===== config.mk =====
export PLATFORM = sky130hd
export DESIGN_NAME = ltssm_substate_sequencer
export DESIGN_NICKNAME = d
export VERILOG_FILES = /design/src/rtl/ltssm_substate_sequencer.sv
export SDC_FILE = /design/constraint.sdc
export NUM_CORES = 1
export LEC_CHECK = 0
export ABC_CLOCK_PERIOD_IN_PS = 4400
export CAP_MARGIN = 20
export CELL_PAD_IN_SITES_DETAIL_PLACEMENT = 0
export CELL_PAD_IN_SITES_GLOBAL_PLACEMENT = 2
export CORE_ASPECT_RATIO = 1.25
export CORE_UTILIZATION = 39
export CTS_CLUSTER_SIZE = 12
export DETAILED_ROUTE_END_ITERATION = 7
export GPL_TIMING_DRIVEN = 0
export PLACE_DENSITY = 0.94
export SLEW_MARGIN = 10
export SYNTH_ARGS = -nofsm -noshare
export SYNTH_HDL_FRONTEND = slang
export SYNTH_SLANG_ARGS = --single-unit

===== constraint.sdc =====
create_clock -name clk_i -period 4.4 [get_ports clk_i]
set_input_delay 1.1 -clock clk_i [delete_from_list [all_inputs] [get_ports clk_i]]
set_output_delay 1.1 -clock clk_i [all_outputs]
set_load 0.03 [all_outputs]

===== src/rtl/ltssm_substate_sequencer.sv =====
// ltssm_substate_sequencer
//
// Steps the RX LTSSM substate checker from Detect to L0. Each substate
// request is driven on substate_o. The checker's finish/exitTo handshake
// picks the next request. The block also handles:
//   - re-issue of the same code, by putting a one-cycle idle gap in front
//   - detect fall-backs, with a retry limit
//   - the recoverywait speed-change dwell
//   - retrain or speed-up requests raised while in L0
//
// Ports
//   clk_i            clock
//   reset_i          asynchronous active-high reset
//   startTraining_i  one-cycle pulse, starts training from IDLE
//   stopTraining_i   level, forces IDLE from any state (beats startTraining_i)
//   retrain_i        pulse, requests recovery while in L0
//   targetGen_i      requested generation 1..5 (0, 6 and 7 mean "no change")
//   finish_i         checker done strobe
//   exitTo_i         checker next substate, valid with finish_i
//   substate_o       substate request to the checker (IDLE_CODE = none)
//   gen_o            current operating generation
//   trainToGen_o     generation being trained to
//   linkUp_o         high while in L0
//   trainError_o     sticky training failure, cleared by startTraining_i
//   retryCount_o     consecutive detect fall-backs
module ltssm_substate_sequencer #(
  parameter int MAX_RETRY         = 3,
  parameter int WATCHDOG_CYCLES   = 65535,
  parameter int SPEED_WAIT_CYCLES = 16,
  parameter int IDLE_CODE         = 31
) (
  input  logic       clk_i,
  input  logic       reset_i,
  input  logic       startTraining_i,
  input  logic       stopTraining_i,
  input  logic       retrain_i,
  input  logic [2:0] targetGen_i,
  input  logic       finish_i,
  input  logic [4:0] exitTo_i,
  output logic [4:0] substate_o,
  output logic [2:0] gen_o,
  output logic [2:0] trainToGen_o,
  output logic       linkUp_o,
  output logic       trainError_o,
  output logic [2:0] retryCount_o
);

  typedef enum logic [2:0] {
    S_IDLE, S_ISSUE, S_WAIT, S_DECIDE, S_GAP, S_L0, S_SPDWAIT
  } state_e;

  localparam logic [4:0]  IDLE_SUB        = 5'(IDLE_CODE);
  localparam logic [4:0]  SUB_DETECT      = 5'd0;
  localparam logic [4:0]  SUB_L0          = 5'd10;
  localparam logic [4:0]  SUB_RCVR_LOCK   = 5'd11;
  localparam logic [4:0]  SUB_SPEED_EIEOS = 5'd19;
  localparam logic [4:0]  SUB_RCVR_WAIT   = 5'd20;
  localparam logic [2:0]  RETRY_MAX       = 3'(MAX_RETRY);
  localparam logic [15:0] WD_LAST         = 16'(WATCHDOG_CYCLES - 1);
  // The ISSUE cycle that follows SPDWAIT still shows recoverywait.
  // SPDWAIT is therefore one cycle shorter than the visible dwell.
  localparam logic [15:0] SPD_LAST = (SPEED_WAIT_CYCLES >= 2) ?
                                     16'(SPEED_WAIT_CYCLES - 2) : 16'd0;

  state_e      state_q, state_d;
  logic [4:0]  substate_q, substate_d;
  logic [4:0]  pending_q, pending_d;
  logic [4:0]  exit_q, exit_d;
  logic [2:0]  gen_q, gen_d;
  logic [2:0]  trainToGen_q, trainToGen_d;
  logic        linkUp_q, linkUp_d;
  logic        trainError_q, trainError_d;
  logic [2:0]  retryCount_q, retryCount_d;
  logic [15:0] watchdog_q, watchdog_d;
  logic [15:0] spd_cnt_q, spd_cnt_d;

  // Decision terms shared by the next-state and output processes
  logic       fallback, retry_exhausted, exit_invalid;
  logic       tg_valid, tg_higher, recover_req, wd_expired, spd_done;
  logic [2:0] retry_inc, recover_gen;

  // Falling back to detectQuiet from any other substate is a failure.
  // A detectQuiet -> detectQuiet exit is a plain re-entry.
  assign fallback        = (exit_q == SUB_DETECT) && (substate_q != SUB_DETECT);
  assign retry_inc       = retryCount_q + 3'd1;
  assign retry_exhausted = (retry_inc == RETRY_MAX);
  assign exit_invalid    = (exit_q > SUB_RCVR_WAIT) && (exit_q != IDLE_SUB);
  assign tg_valid        = (targetGen_i >= 3'd1) && (targetGen_i <= 3'd5);
  assign tg_higher       = tg_valid && (targetGen_i > gen_q);
  assign recover_req     = retrain_i || tg_higher;
  assign recover_gen     = tg_higher ? targetGen_i : gen_q;
  assign wd_expired      = (watchdog_q == WD_LAST);
  assign spd_done        = (spd_cnt_q >= SPD_LAST);

  // State register
  always_ff @(posedge clk_i or posedge reset_i) begin
    if (reset_i) begin
      state_q      <= S_IDLE;
      substate_q   <= IDLE_SUB;
      pending_q    <= SUB_DETECT;
      exit_q       <= SUB_DETECT;
      gen_q        <= 3'd1;
      trainToGen_q <= 3'd1;
      linkUp_q     <= 1'b0;
      trainError_q <= 1'b0;
      retryCount_q <= 3'd0;
      watchdog_q   <= 16'd0;
      spd_cnt_q    <= 16'd0;
    end else begin
      state_q      <= state_d;
      substate_q   <= substate_d;
      pending_q    <= pending_d;
      exit_q       <= exit_d;
      gen_q        <= gen_d;
      trainToGen_q <= trainToGen_d;
      linkUp_q     <= linkUp_d;
      trainError_q <= trainError_d;
      retryCount_q <= retryCount_d;
      watchdog_q   <= watchdog_d;
      spd_cnt_q    <= spd_cnt_d;
    end
  end

  // Next-state logic
  always_comb begin
    state_d = state_q;
    unique case (state_q)
      S_IDLE:    if (startTraining_i) state_d = S_ISSUE;
      S_ISSUE:   state_d = S_WAIT;
      S_WAIT: begin
        if (finish_i)        state_d = S_DECIDE;
        else if (wd_expired) state_d = S_IDLE;
      end
      S_DECIDE: begin
        if (fallback)                    state_d = retry_exhausted ? S_IDLE : S_GAP;
        else if (exit_q == SUB_L0)        state_d = S_L0;
        else if (exit_q == SUB_RCVR_WAIT) state_d = S_SPDWAIT;
        else if (exit_invalid)            state_d = S_IDLE;
        else if (exit_q == substate_q)    state_d = S_GAP;
        else                              state_d = S_ISSUE;
      end
      S_GAP:     state_d = S_ISSUE;
      S_L0:      if (recover_req) state_d = S_GAP;
      S_SPDWAIT: if (spd_done) state_d = S_ISSUE;
      default:   state_d = S_IDLE;
    endcase
    if (stopTraining_i) state_d = S_IDLE;
  end

  // Output and datapath logic (every output is registered)
  always_comb begin
    substate_d   = substate_q;
    pending_d    = pending_q;
    exit_d       = exit_q;
    gen_d        = gen_q;
    trainToGen_d = trainToGen_q;
    trainError_d = trainError_q;
    retryCount_d = retryCount_q;
    linkUp_d     = (state_d == S_L0);
    watchdog_d   = (state_q == S_WAIT) ? watchdog_q + 16'd1 : 16'd0;
    spd_cnt_d    = (state_q == S_SPDWAIT) ? spd_cnt_q + 16'd1 : 16'd0;

    // The request follows the state being left.
    // GAP shows idle for its single cycle.
    // ISSUE shows the pending code from the next cycle onward.
    if (state_d == S_IDLE) begin
      substate_d = IDLE_SUB;
    end else begin
      unique case (state_q)
        S_GAP:    substate_d = IDLE_SUB;
        S_ISSUE:  substate_d = pending_q;
        S_DECIDE: begin
          if (state_d == S_L0)           substate_d = SUB_L0;
          else if (state_d == S_SPDWAIT) substate_d = SUB_RCVR_WAIT;
        end
        default: ;
      endcase
    end

    if (!stopTraining_i) begin
      unique case (state_q)
        S_IDLE: if (startTraining_i) begin
          trainError_d = 1'b0;
          retryCount_d = 3'd0;
          pending_d    = SUB_DETECT;
        end
        S_WAIT: begin
          if (finish_i)        exit_d       = exitTo_i;
          else if (wd_expired) trainError_d = 1'b1;
        end
        S_DECIDE: begin
          if (fallback) begin
            retryCount_d = (retryCount_q == RETRY_MAX) ? retryCount_q : retry_inc;
            if (retry_exhausted) trainError_d = 1'b1;
            else                 pending_d    = SUB_DETECT;
          end else if (exit_q == SUB_L0) begin
            retryCount_d = 3'd0;
          end else if (exit_q == SUB_RCVR_WAIT) begin
            gen_d = trainToGen_q;
          end else if (exit_invalid) begin
            trainError_d = 1'b1;
          end else begin
            pending_d = exit_q;
          end
        end
        S_L0: if (recover_req) begin
          trainToGen_d = recover_gen;
          pending_d    = SUB_RCVR_LOCK;
        end
        S_SPDWAIT: if (spd_done) pending_d = SUB_SPEED_EIEOS;
        default: ;
      endcase
    end
  end

  assign substate_o   = substate_q;
  assign gen_o        = gen_q;
  assign trainToGen_o = trainToGen_q;
  assign linkUp_o     = linkUp_q;
  assign trainError_o = trainError_q;
  assign retryCount_o = retryCount_q;

endmodule


==> metrics.yaml, run 1 <==
status: "complete, no violations"
whs_endpoint: "spd_cnt_q[0]"
grt_pass1_wl_um: 12300
reg2reg_from: "gen_o[1]"
cts.clk_slew.worst_paths_ns: 0.07
synth.ff_latch_count: 61
cts_setup_buffers: 0
start_util: 0.407
dr.pass1.iters: 4
syn-cell-area_um2: 3390
hold_viol: 0
coreArea_um2: 8330
gp_congestion: 0.779
period_needed_ns: 3.52
slew_viol_final: 0
dieArea_um2: 9070
clk_path_buf_depth: 2
cts_root_buf: "clkbuf_8"
critPathArrivalTime_ns: 3.79
drt_iter0_markers: 120
io_buffers: 28
grt_start_max_net_pins: 62
critical-path-top-delay-family: "compound AO/OA/AOI/OAI gates"
holdWs_ns: 0.472
rsz0062_at_grt: "no"
ys.warnings.count: 0
die_w_um: 85.4
cellPowerDensity_nw_per_um2: 382
cp_slowest_cell: "a221oi_2"
hold_depth: 1
critical_path.max_stage_delay_ns: 0.58
finalSetupViolations: 0
grt_usage: 0.175
grt_overflow: 0
syn-num-nets: 393
min_path_type: "register to register"
cts_tree: "built"
ctsHoldBuffers: 0
drcViolationCount: 0
placed_cell_area_um2: 3790
drtAntennaViolNets: 0
setup_tns_ns: 0
cp-end-kind: "register"
routed_wl_um: 7290
start_kind: "input pin"
syn_avg_cell_area_um2: 9.18
rows: 37
synth_flop_cell: "dfrtp_1"
cp_data_required_time_ns: 4.66
ios: 30
vias: 2735
grt_pass1_vias: 2570
post_cts_resized: 0
worstMarginPinSlew_ns: 0.947
area_growth_syn_to_layout_pct: 19.1
fin_worst_skew_ns: 0.00770
synthArstFlopShare: 1.00
hp-start: "spd_cnt_q[0]"
path_cells: "clkdlybuf4s50_1 -> ha_1 -> nor2b_1 -> o21ai_1 -> a221oi_2 -> o311a_1 -> xor2_1 -> nand2_1 -> a221oi_1 -> o22ai_1"
final_area_um2: 4040
cap_violations: 0
final_common_cell: "dfrtp_1"
period_share: 0.801
power_leakage_nw: 1.67
synthCells: 369
final_cell_mix: "dfrtp_1, nor2_1, nand2_1"
cp_max_fo: 9
vias_per_cell: 5.36
nets: 432
routedWlPerCell_um: 14.3
path_buf_inv: 1
numCtsBuffers: 9
dp_hpwl_um: 5180
vdd_drop_max_uv: 194
relSlewSlack: 0.363
clock_latency_ns: 0.34
synth_edf_count: 0
synth_cell_types: 57
reg2reg_depth: 10
regToRegSetupSlack_ns: 1.74
antenna_found_initial: 0
fmax_ghz: 0.284
crit_type: "input pin to register"
insertedDiodeCount: 0
clock_sinks: 61
drive_above_1_share: 0.0969
r2r_end: "substate_o[0]"
ys_seq_area_frac: 0.453
cts_htree_levels: 3
die_y_um: 106
## through the flow
step                power, mW  setup slack [ns]  cells   util
floorplan               0.864              1.44    369      -
global placement        0.954             0.539    494  0.455
detailed placement      0.958             0.502    494  0.455
CTS                      1.56             0.864    510  0.484
global route             1.63             0.665    510  0.484
finish                   1.54             0.875    510  0.484
## cells by family (layout without fill, tap and decap cells)
kind of cell,after synthesis,count (layout),synth area share
AO/OA/AOI/OAI,67,67,0.129
XOR/XNOR,28,28,0.0724
adder cells (fa/ha/maj),10,10,0.0369
buffers and inverters,33,77,0.0399
flip-flops,61,61,0.453
multiplexers,11,11,0.0355
AND/OR/NAND/NOR,159,159,0.233
## cell usage after synthesis (all sizes together), types with 2 or more instances
library cell / number / area [µm²]
dfrtp: 54 / 1350
nor2: 45 / 169
nand2: 39 / 149
o21ai: 23 / 115
xor2: 19 / 166
nand3: 17 / 85.1
a21oi: 16 / 80.1
inv: 16 / 60.1
clkbuf: 12 / 45.0
ha: 10 / 125
nor3: 10 / 50.1
xnor2: 9 / 78.8
and3: 8 / 50.1
mux2: 8 / 90.1
dfstp: 7 / 184
nor2b: 6 / 37.5
nor4: 6 / 43.8
or3: 6 / 37.5
buf: 5 / 30.0
nand2b: 5 / 31.3
nand4: 5 / 31.3
o211ai: 5 / 47.5
a31oi: 4 / 25.0
mux2i: 3 / 30.0
o22ai: 3 / 18.8
a221oi: 2 / 23.8
and2: 2 / 12.5
nand3b: 2 / 15.0
o32a: 2 / 20.0
or2: 2 / 12.5
## layer usage
layer,track usage,part of all wire,vias up
met5,0,0,-
met4,0.0571,0.015,0
met3,0.0443,0.032,10
met2,0.283,0.48,39
met1,0.229,0.47,1323
li1,-,-,1363
## worst max-delay path by stage
| stage | depth (start not counted) | to | start |
|---|---|---|---|
| floorplan | 8 | pending_q[3] | targetGen_i[1] |
| CTS | 10 | substate_o[0] | targetGen_i[1] |
| global placement | 10 | substate_o[0] | targetGen_i[1] |
| finish | 10 | substate_o[0] | targetGen_i[1] |
| global route | 10 | substate_o[0] | targetGen_i[1] |
| detailed placement | 10 | substate_o[0] | targetGen_i[1] |
## report_power, final
group | total, mW | internal (mW) | switching [mW]
logic | 0.329 | 0.124 | 0.206
clock network | 0.599 | 0.380 | 0.219
registers | 0.616 | 0.599 | 0.0169
## worst register-to-register path: stages (launching register included)
cell and delay [ns]:
dfrtp_1 0.37, inv_1 0.06, ha_1 0.29, nor2b_1 0.13, o21ai_1 0.07, a221oi_2 0.58, o311a_1 0.36, xor2_1 0.21
nand2_1 0.09, a221oi_1 0.31, o22ai_1 0.11
## area by class of cell
| class | instances | area (µm²) |
|---|---|---|
| Clock inverter | 3 | 65.1 |
| Inverter | 16 | 62.6 |
| Timing Repair Buffer | 28 | 280 |
| Buffer | 17 | 75.1 |
| Fill cell | 820 | 4300 |
| Clock buffer | 13 | 179 |
| Sequential cell | 61 | 1540 |
| Tap cell | 97 | 121 |
| Multi-Input combinational cell | 275 | 1720 |
## flip-flops by register name, summed over array words and instances, names as in the netlist
register,cells
exit_q,5
gen_o,3
linkUp_o,1
pending_q,5
retryCount_o,3
spd_cnt_q,16
state_q,3
substate_o,5
trainError_o,1
trainToGen_o,3
watchdog_q,16
Power figures use the tool's default switching activity.
==> run 2: changes to the inputs <==
Settings changed: ABC_CLOCK_PERIOD_IN_PS 4400 to 3350, CORE_UTILIZATION 39 to 36, PLACE_DENSITY 0.94 to 0.88.
Clock period 4.4 ns to 3.35 ns, I/O delays scaled along.
==> metrics.yaml, run 2 (synthesis results as in run 1) <==
drcViolationCount: 0  # unchanged
grt_usage: 0.175  # +0.000472
rsz0062_at_grt: "no"
start_kind: "input pin"
drtAntennaViolNets: 0  # unchanged
crit_type: "input pin to register"
post_cts_resized: 0  # unchanged
p_clk_frac: 0.460  # +0.072
grt_overflow: 0  # unchanged
p_switching_uw: 637  # +44%
critical-path-top-delay-family: "compound AO/OA/AOI/OAI gates"
grt_pass1_wl_um: 13100  # +6.5%
drive_above_1_share: 0.0944  # -0.00242
worstMarginPinSlew_ns: 0.912  # -0.0348 ns
p_int_mw: 1.68  # +52%
vias_per_cell: 5.11  # -4.7%
status: "complete, no violations"
critical_path.max_stage_delay_ns: 0.51  # -0.07 ns
period_share: 0.947
fin_worst_skew_ns: 0.00609  # -0.00162 ns
final_cell_mix: "dfrtp_1, nor2_1, nand2_1"
multiInputGateArea_um2: 1730  # +0.66%
grt_start_max_net_pins: 62  # unchanged
top_usage_layer: "met2"
cts.clk_slew.worst_paths_ns: 0.05  # -0.02 ns
path_cells: "clkdlybuf4s50_1 -> ha_1 -> nor2b_1 -> o21ai_1 -> a221oi_4 -> o311a_1 -> xor2_1 -> nand2_1 -> a221oi_1 -> o22ai_1"
nets: 432  # unchanged
dr.pass1.iters: 4  # unchanged
die_y_um: 110  # +4.0%
grt_pass1_vias: 2731  # +6.3%
regToRegSetupSlack_ns: 0.80  # -0.94 ns
gp_congestion: 0.851  # +9.3%
critPathArrivalTime_ns: 3.42  # -0.37 ns
antenna_found_initial: 0  # unchanged
power_frac_comb: 0.189  # -0.024
cellPowerDensity_nw_per_um2: 554  # +45%
ff_latch_area_um2: 1540  # unchanged
vias: 2740  # +0.18%
insertedDiodeCount: 0  # unchanged
period_needed_ns: 3.17
hold_depth: 1  # unchanged
hold_viol: 0  # unchanged
setup_tns_ns: 0  # unchanged
vdd_drop_max_uv: 258  # +33%
io_buffers: 28  # unchanged
min_path_type: "register to register"
r2r_end: "substate_o[0]"
n_fill_cell: 910  # +11%
place_ws_ns: -0.251  # -0.753 ns
routed_wl_um: 7690  # +5.5%
top_regs: "spd_cnt_q: 16 flops, watchdog_q: 16 flops"
use_met2: 0.273  # -0.0106
routedWlPerCell_um: 14.4  # +0.35%
cp_slowest_cell: "clkdlybuf4s50_1"
drt_iter0_markers: 187  # +56%
die_w_um: 88.8  # +4.0%
relSlewSlack: 0.386  # +0.0234
whs_endpoint: "spd_cnt_q[0]"
numCtsBuffers: 9  # unchanged
cts_htree_levels: 3  # unchanged
fmax_ghz: 0.315
grt_use_met3: 0.0269  # -0.0173
start_util: 0.371  # -0.0353
slew_viol_final: 0  # unchanged
ios: 30  # unchanged
area_growth_syn_to_layout_pct: 23.3
hp-start: "spd_cnt_q[0]"
cts_setup_buffers: 0  # unchanged
clock_sinks: 61  # unchanged
dp_hpwl_um: 5440  # +5.0%
reg2reg_depth: 9  # -1
swShare: 0.275  # -0.0106
cp_data_required_time_ns: 3.60  # -1.06 ns
reg2reg_from: "exit_q[4]"
clk_path_buf_depth: 2  # unchanged
clock_latency_ns: 0.34  # about the same
dieArea_um2: 9810  # +8.1%
power_leakage_nw: 1.72  # +2.6%
setup_ws_ns: 0.177  # -0.699 ns
seqPwrFrac: 0.351  # -0.048
cp-end-kind: "register"
cts_tree: "built"
ctsHoldBuffers: 0  # unchanged
cts_root_buf: "clkbuf_16"
grt_use_met1: 0.230  # +0.000886
rows: 39  # +5.4%
finalSetupViolations: 0  # unchanged
cp_max_fo: 9  # unchanged
path_buf_inv: 1  # unchanged
cap_violations: 0  # unchanged
coreArea_um2: 9130  # +9.5%
final_common_cell: "dfrtp_1"
## run 2: changes by cell type in the layout (fill, tap and decap cells not counted), sizes merged
cell,delta
clkbuf,-3
bufinv,+1
clkinv,+1
clkinvlp,+1
## run 2: final cells by class
class,instances,area share
Multi-Input combinational cell,275,0.414
Sequential cell,61,0.368
Timing Repair Buffer,28,0.0671
Clock buffer,10,0.0548
Tap cell,123,0.0368
Clock inverter,6,0.0267
Buffer,17,0.0180
Inverter,16,0.0150
## run 2: how the worst max path moves through the flow
stage / start / end / slack (ns) / depth (start not counted)
2_1_floorplan: targetGen_i[1] / pending_q[3] / 0.66 / 8
3_3_place_gp: targetGen_i[1] / substate_o[0] / -0.24 / 10
3_5_place_dp: targetGen_i[1] / substate_o[0] / -0.25 / 10
4_1_cts: targetGen_i[1] / substate_o[0] / 0.10 / 10
5_1_grt: targetGen_i[1] / substate_o[2] / 0.06 / 10
6_report: targetGen_i[1] / substate_o[0] / 0.18 / 10
## run 2: routing by layer
layer	wire length, µm	vias up
met1	3630	1318
li1	-	1360
met3	195	15
met5	0	-
met4	231	0
met2	3640	47
## run 2: power by group through the flow
stage	sequential, mW	clock, mW	combinational, mW
after floorplan	0.841	0	0.294
after global placement	0.823	0	0.432
after detailed placement	0.824	0	0.435
after CTS	0.812	1.09	0.436
after global routing	0.818	1.12	0.487
final	0.813	1.06	0.437
## run 2: through the flow
| step | hold WS (ns) | utilization | std cells | cell area, µm² | power [mW] |
|---|---|---|---|---|---|
| 2_1_floorplan | 0.447 | - | 369 | 3390 | 1.13 |
| 3_3_place_gp | 0.469 | 0.419 | 520 | 3820 | 1.26 |
| 3_5_place_dp | 0.481 | 0.419 | 520 | 3820 | 1.26 |
| 4_1_cts | 0.490 | 0.456 | 536 | 4170 | 2.34 |
| 5_1_grt | 0.505 | 0.458 | 536 | 4180 | 2.42 |
| 6_report | 0.488 | 0.458 | 536 | 4180 | 2.31 |
